<file path="src/rtl/game_pkg.sv">
// Shared encodings for the snake game: top-level game state and difficulty.
// Also used by snake_controller.
package game_pkg;

    typedef enum logic [1:0] {
        DIFF_SELECTION = 2'b00,
        PLAYING        = 2'b01,
        WIN            = 2'b10,
        GAME_OVER      = 2'b11
    } game_state_t;

    typedef enum logic [1:0] {
        EASY   = 2'd0,
        MEDIUM = 2'd1,
        HARD   = 2'd2
    } difficulty_t;

endpackage

</file>
<file path="src/rtl/press_detector.sv">
// Falling-edge detector for one active-low button.
// History resets to released, so a button held through reset reports one press.
module press_detector (
    input  logic clk,
    input  logic rst,
    input  logic button,
    output logic press
);

    logic prev;

    always_ff @(posedge clk or negedge rst) begin
        if (!rst) begin
            prev <= 1'b1;
        end else begin
            prev <= button;
        end
    end

    assign press = prev & ~button;

endmodule

</file>
<file path="src/rtl/game_sequencer.sv">
// Game flow controller: difficulty menu, step-rate divider, score counter
// and win/lose handling, all outputs registered.
module game_sequencer
    import game_pkg::*;
#(
    parameter int TICKS_EASY   = 8,
    parameter int TICKS_MEDIUM = 4,
    parameter int TICKS_HARD   = 2,
    parameter int WIN_LENGTH   = 16
) (
    input  logic                               clk,
    input  logic                               rst,
    input  logic                               up_button,
    input  logic                               right_button,
    input  logic                               down_button,
    input  logic                               left_button,
    input  logic                               collision,
    input  logic                               food_eaten,
    input  logic [$clog2(WIN_LENGTH+1)-1:0]    snake_length,
    output logic [1:0]                         state,
    output logic [1:0]                         difficulty,
    output logic                               step_tick,
    output logic [7:0]                         score
);

    localparam int LEN_W   = $clog2(WIN_LENGTH + 1);
    localparam int MAX_T01 = (TICKS_EASY > TICKS_MEDIUM) ? TICKS_EASY : TICKS_MEDIUM;
    localparam int MAX_T   = (MAX_T01 > TICKS_HARD) ? MAX_T01 : TICKS_HARD;
    localparam int CNT_W   = (MAX_T > 2) ? $clog2(MAX_T) : 1;

    logic up_press, right_press, down_press, left_press, any_press;

    press_detector u_up    (.clk(clk), .rst(rst), .button(up_button),    .press(up_press));
    press_detector u_right (.clk(clk), .rst(rst), .button(right_button), .press(right_press));
    press_detector u_down  (.clk(clk), .rst(rst), .button(down_button),  .press(down_press));
    press_detector u_left  (.clk(clk), .rst(rst), .button(left_button),  .press(left_press));

    assign any_press = up_press | right_press | down_press | left_press;

    game_state_t       state_q, state_d;
    difficulty_t       diff_q, diff_d;
    logic [7:0]        score_q, score_d;
    logic [CNT_W-1:0]  count_q, count_d;
    logic              tick_q, tick_d;
    logic [CNT_W-1:0]  step_limit;

    always_ff @(posedge clk or negedge rst) begin
        if (!rst) begin
            state_q <= DIFF_SELECTION;
            diff_q  <= EASY;
            score_q <= '0;
            count_q <= '0;
            tick_q  <= 1'b0;
        end else begin
            state_q <= state_d;
            diff_q  <= diff_d;
            score_q <= score_d;
            count_q <= count_d;
            tick_q  <= tick_d;
        end
    end

    always_comb begin
        case (diff_q)
            EASY:    step_limit = CNT_W'(TICKS_EASY - 1);
            MEDIUM:  step_limit = CNT_W'(TICKS_MEDIUM - 1);
            default: step_limit = CNT_W'(TICKS_HARD - 1);
        endcase
    end

    always_comb begin
        state_d = state_q;
        diff_d  = diff_q;
        score_d = score_q;
        count_d = '0;
        tick_d  = 1'b0;
        case (state_q)
            DIFF_SELECTION: begin
                if (up_press && !down_press && diff_q != HARD) begin
                    diff_d = difficulty_t'(diff_q + 2'd1);
                end else if (down_press && !up_press && diff_q != EASY) begin
                    diff_d = difficulty_t'(diff_q - 2'd1);
                end
                if (right_press) begin
                    state_d = PLAYING;
                end
            end
            PLAYING: begin
                if (food_eaten && score_q != 8'hFF) begin
                    score_d = score_q + 8'd1;
                end
                // Leaving PLAYING suppresses the tick and parks the counter at 0.
                if (collision) begin
                    state_d = GAME_OVER;
                end else if (snake_length >= LEN_W'(WIN_LENGTH)) begin
                    state_d = WIN;
                end else if (count_q == step_limit) begin
                    tick_d = 1'b1;
                end else begin
                    count_d = count_q + CNT_W'(1);
                end
            end
            WIN, GAME_OVER: begin
                if (any_press) begin
                    state_d = DIFF_SELECTION;
                    score_d = '0;
                end
            end
            default: state_d = DIFF_SELECTION;
        endcase
    end

    assign state      = state_q;
    assign difficulty = diff_q;
    assign step_tick  = tick_q;
    assign score      = score_q;

endmodule

</file>
<file path="config.mk">
export PLATFORM = sky130hd
export DESIGN_NAME = game_sequencer
export DESIGN_NICKNAME = d
export VERILOG_FILES = /design/src/rtl/game_pkg.sv /design/src/rtl/press_detector.sv /design/src/rtl/game_sequencer.sv
export SDC_FILE = /design/constraint.sdc
export NUM_CORES = 1
export LEC_CHECK = 0
export CORE_ASPECT_RATIO = 0.9
export CORE_MARGIN = 3
export CORE_UTILIZATION = 30
export CTS_CLUSTER_SIZE = 25
export DETAILED_ROUTE_END_ITERATION = 12
export SLEW_MARGIN = 5
export SYNTH_ARGS = -nofsm -noshare
export SYNTH_HDL_FRONTEND = slang
export SYNTH_SLANG_ARGS = --single-unit
</file>
<file path="constraint.sdc">
create_clock -name clk -period 3.87 [get_ports clk]
set_input_delay 0.387 -clock clk [delete_from_list [all_inputs] [get_ports clk]]
set_output_delay 0.387 -clock clk [all_outputs]
set_load 0.05 [all_outputs]
</file>
* Yosys cells after proc, flatten, opt, wreduce, memory -nomap -nowiden
Cells that the tools add are included.
** Word-level totals
- Memories :: 0
- Logic and storage cells :: 71
- Flip-flop bits (word level) :: 20
- Latch bits :: 0
- Memory bits (writable) :: 0
- Bits in read-only memories :: 0
- Input bits :: 13
** Cells by class
- Equality and inequality tests :: 11
- $lt $le $gt $ge :: 1
- Shift-type cells :: 0
- Divide/modulo/power cells :: 0
- Bitwise operators :: 11
- Reduce and logical (&&, ||, !) cells :: 16
- Add/subtract/negate cells :: 4
- Multipliers :: 0
- Multiplexer cells :: 19
** Operators by type and width (number)
- $mux W8 :: 2
- $pmux W8 S2 :: 1
- $mux W2 :: 6
- $mux W3 :: 4
- $add A8 B1 Y8 const B :: 1
- $ne A2 B2 Y1 const B :: 4
- $ne A8 B8 Y1 const B :: 1
- $pmux W2 S3 :: 1
- $pmux W3 S2 :: 1
- $reduce_and A3 Y1 :: 2
- $reduce_bool A2 Y1 :: 3
- $ge A5 B5 Y1 const B :: 1
- $logic_and A1 B1 Y1 :: 5
- $and A1 B1 Y1 :: 4
- $eq A2 B1 Y1 const B :: 2
- $eq A2 B2 Y1 const B :: 2
- $logic_not A2 Y1 :: 2
- $mux W1 :: 4
- $not A1 Y1 :: 4
- $add A3 B1 Y3 const B :: 1
- $eq A3 B3 Y1 :: 1
- $ne A3 B3 Y1 const B :: 1
- $or A1 B1 Y1 :: 3
- $add A2 B1 Y2 const B :: 1
- 4 further kinds :: 5

* Logic depth before layout (Yosys ltp)
- Depth after elaboration :: 7
- Depth in mapped cells :: 6
- Depth with buffers taken out :: 6

* Hierarchy
Synthesis repeated with hierarchy kept, for this count alone.
** Second synthesis, totals
- Cells, all modules :: 103
- Area total of the unflattened synthesis :: 1092.3 µm²
** By module, submodules not included
- game_sequencer :: area each 932.1 µm², times used 1, cells each 95
- press_detector :: area each 40.0 µm², times used 4, cells each 2

* Least setup slack after synthesis
OpenSTA, ideal clock, no wires.
- Path kind :: reg2reg
- Start point :: register score_q[0] (netlist: score[0])
- End point :: register score_q[1] (netlist: score[1])
- Cell stages (with the launch flop) :: 6
- Setup slack :: 2.073 ns
- Data required time :: 3.742 ns
- Data arrival time :: 1.668 ns
- Cells stage by stage :: dfrtp_1 ha_1 nand3_1 o21ai_0 mux2i_1 o2bb2ai_1
** On the way
- Longest elaborated chain between the ends :: 4
- Elaborated cells between the ends (all ways) :: 7
- Those cells by class :: add/sub: 1; eq/ne: 2; mux: 2; reduce/logical: 2
** RTL lines
- from (decl) :: line game_sequencer.sv:42 : logic [7:0] score_q, score_d;
- from (signal assigned) :: line game_sequencer.sv:57 : score_q <= score_d;
- parallel branches: the longest is 4 deep, another holds $add A8 B1 Y8
Parallel ways; which one is timed is not known. The select of a mux whose other input is x is not followed.
A chain may end at the register's enable or synchronous reset.

* Worst setup path after layout
- Start point :: register state_q[1] (netlist: state[1])
- End point :: output port state[1]
** RTL lines
- from (decl) :: line game_sequencer.sv:40 : game_state_t state_q, state_d;
- from (signal assigned) :: line game_sequencer.sv:55 : state_q <= state_d;
- to (decl) :: line game_sequencer.sv:20 : output logic [1:0] state,
No word-level cell between the ends.

==> impl_results.md <==
* GPL Wtd Cong at 0.8612
* Buffers on Ports at 21
* Final Net Count at 142
* Synth top area cells: dfrtp_1 (37%), dfstp_2 (9.6%), ha_1 (5.7%)
* Clk sinks at 20
* Grt total ovfl at 0
* CP max FO at 17
* Required @ worst endpoint at 3480 ps
* # rows at 20
* Synthesis warning total at 0
* Worst-Margin Slew at 926.0 ps
* Sw Ratio at 40.78%
* Synthesized instance count at 101
* Cell-internal power at 456.6 µW
* Clock tree buffer depth at 2
* Pwr dens at 554.2 nW/µm²
* Critical path class: flip-flop to output pin
* Predominant post-synthesis flop cell: dfrtp_1
* DRC at 0
* Cell Area, Placed at 1336 µm²
* IR drop worst, VDD at 0.0002385 V
* Fillers at 320
* Max cap viols at 0
* Hold_buf cts at 0
* Tmin final at 2186 ps
* DR vias/cell at 4.934
* Final Hold Viols at 0
* Critical Path End Type: output pin
* Seq/Total Area, Yosys at 46.33%
* Root buffer cell: clkbuf_8
* Initial Utilization at 31.82%
* Period utilization at 56.50%
* Post-CTS Resized at 0
* Detailed placement HPWL at 1.522 mm
* Syn Area/Cell at 10.80 µm²
* Hold Path Depth at 1
* # H-tree levels at 1
* Aggregate negative setup slack at 0 ps
* CP bufs+invs at 1
* Worst path depth at 1
* GRT Overall Usage at 10.52%
* Leakage at 0.5717 nW
* Post-DRT Antenna Nets at 0
* Met3 routed WL at 134 µm
* Syn nets at 119
* # setup viols final at 0
* Core area at 3428 µm²
* RSZ-0062 raised after global routing: false
* Drt initial violations at 34
* Post-synth cell types at 38
* Biggest area consumer among synthesized cells: dfrtp_1
* Top Layer Used: met4
* R2r worst-path depth at 5
* Routed length on met2 at 955 µm
* Die Y at 63.21 µm
* Proportion of power drawn by the clock network at 20.4%
* Number of synthesized register bits at 20
* Global-route wire length before repair at 3.788 mm
* Die area at 4398 µm²
* Die width at 69.57 µm
* Number of global-route vias before repair at 836
* IO Pins at 26
* CP Launch Type: flip-flop
* Cell area after synthesis at 1091 µm²
* Clock Skews at 2.442 ps
* Worst min-delay path class: flip-flop to flip-flop
* Fmax at 0.4574 GHz
* Crit-path cells: clkdlybuf4s50_1
* Crit path DAT at 1800 ps
* Clk_lat worst skew at 260 ps
* CP max stage cell: clkdlybuf4s50_1
* Total CTS buffers at 3
* Largest net degree at the start of global routing at 21
* Pre-CTS WS at 1913 ps
* Initial antenna violation count at 0
* CTS tree: done
* Max-slew violations at 0
* Share of cells above drive strength 1 at 9.756%
* Pre-antenna DRT Iters at 4
* Fin area at 1391 µm²
* Ant. Diodes at 0
* EDFF count, synth at 0
* Status: finished clean
* Synth top area share at 36.70%
* Logic pwr share at 40.1%
* WL per Instance at 12.46 µm
* DRT Wirelength at 2.080 mm
* Layout area overhead at 27.52%
* CP peak stage delay at 900 ps
* Total net switching power at 314.5 µW
* Largest delay share family, worst path: buffers and inverters
* Post-layout worst setup margin at 1684 ps
* Ys async rst share at 100.0%
* M1 wire length at 984 µm
* CTS clk-pin slew, worst paths at 70 ps
* Sequential Power Share at 39.5%
* Worst rel slew slack at 38.08%
* Post-CTS setup buffers at 0
* Vias at 824
[cell type report]
type	count	area, µm²	area share (%)
multi-input cells	74	550.5	39.57
flip-flops and latches	20	505.5	36.33
repair buffers	21	210.2	15.11
clock buffers	4	55.05	3.957
well taps	44	55.05	3.957
inverters	4	15.01	1.079
[kinds of logic (layout without fill, tap and decap cells)]
family                     after synthesis  in the layout  synth area share (%)
AOI/OAI and AO/OA                       20             20                 15.14
xor gates and xnor gates                 8              8                 6.421
adders and majority gates                5              5                 5.734
buffers and inverters                    7             29                 3.210
DFF                                     20             20                 46.33
muxes                                    3              3                 2.752
and+or+nand+nor                         38             38                 20.41
[stage by stage]
stage / hold WS [ps] / cells / utilization, % / power, mW
floorplan: 91.41 / 101 / - / 0.5214
detailed placement: 457.2 / 163 / 38.98 / 0.6233
finish: 467.1 / 167 / 40.58 / 0.7711
global route: 507.9 / 167 / 40.58 / 0.8280
global placement: 451.7 / 163 / 38.98 / 0.6155
CTS: 467.2 / 167 / 40.58 / 0.7835
[per-layer routing]
| metal | vias to the layer above | GRT usage [%] |
|---|---|---|
| met4 | 0 | 1.707 |
| met1 | 391 | 12.59 |
| met3 | 2 | 4.785 |
| met2 | 18 | 17.62 |
| li1 | 413 | - |
| met5 | - | 0 |
[synthesized netlist by cell type, drive strengths merged, types with 3 or more instances]
| library cell | instances |
|---|---|
| inv | 4 |
| o2bb2ai | 5 |
| o21ai | 3 |
| a21oi | 3 |
| nand2 | 4 |
| a211oi | 3 |
| nand4 | 3 |
| xnor2 | 4 |
| and3 | 3 |
| xor2 | 4 |
| mux2i | 3 |
| nor2b | 3 |
| dfrtp | 16 |
| dfstp | 4 |
| nor2 | 5 |
| ha | 5 |
| nand3 | 5 |
[registers in the layout, indices dropped and copies added (netlist names)]
signal        cells
score             8
count_q           3
difficulty        2
state             2
step_tick         1
u_down.prev       1
u_left.prev       1
u_right.prev      1
u_up.prev         1
[final timing paths]
check	startpoint	endpoint	slack, ps
min reg2reg	count_q[0]	count_q[0]	470
max in group asynchronous	rst	score[7]	2660
max reg2reg	score[0]	score[1]	2260
max	state[1]	state[1]	1680
min	count_q[0]	count_q[0]	470
min in group asynchronous	rst	step_tick	650
[power by group through the flow]
stage / Combinational, mW / Sequential [mW] / Clock, mW
after global placement: 0.309 / 0.307 / 0
after global routing: 0.339 / 0.314 / 0.175
after floorplan: 0.132 / 0.390 / 0
after CTS: 0.314 / 0.306 / 0.164
final: 0.309 / 0.304 / 0.157
after detailed placement: 0.314 / 0.310 / 0
[cell usage in the layout (no fill, tap or decap)]
master           netlist  routed
nand2_1                4       4
or3_1                  1       1
o21ai_0                3       3
ha_1                   5       5
clkbuf_8               0       4
a221o_1                1       1
and4_1                 1       1
a211oi_1               3       3
and2_2                 1       1
and2b_1                2       2
nand4_1                3       3
and2_1                 1       1
nor3_1                 2       2
inv_1                  4       4
a2111oi_4              1       1
a21oi_1                3       3
xnor2_1                4       4
mux2i_1                3       3
dfrtp_1               16      16
xor2_1                 4       4
o31ai_1                2       2
or2_0                  2       2
nand3b_1               1       1
o22a_1                 1       1
clkdlybuf4s50_1        0      21
o2bb2ai_1              5       5
nor2_1                 5       5
nor4_1                 1       1
and3_2                 1       1
nor3b_1                2       2
o21bai_1               1       1
and3_1                 2       2
nand3_2                1       1
dfstp_2                4       4
nor2b_1                3       3
nand3_1                4       4
nand2b_1               1       1
Power figures use the tool's default switching activity.
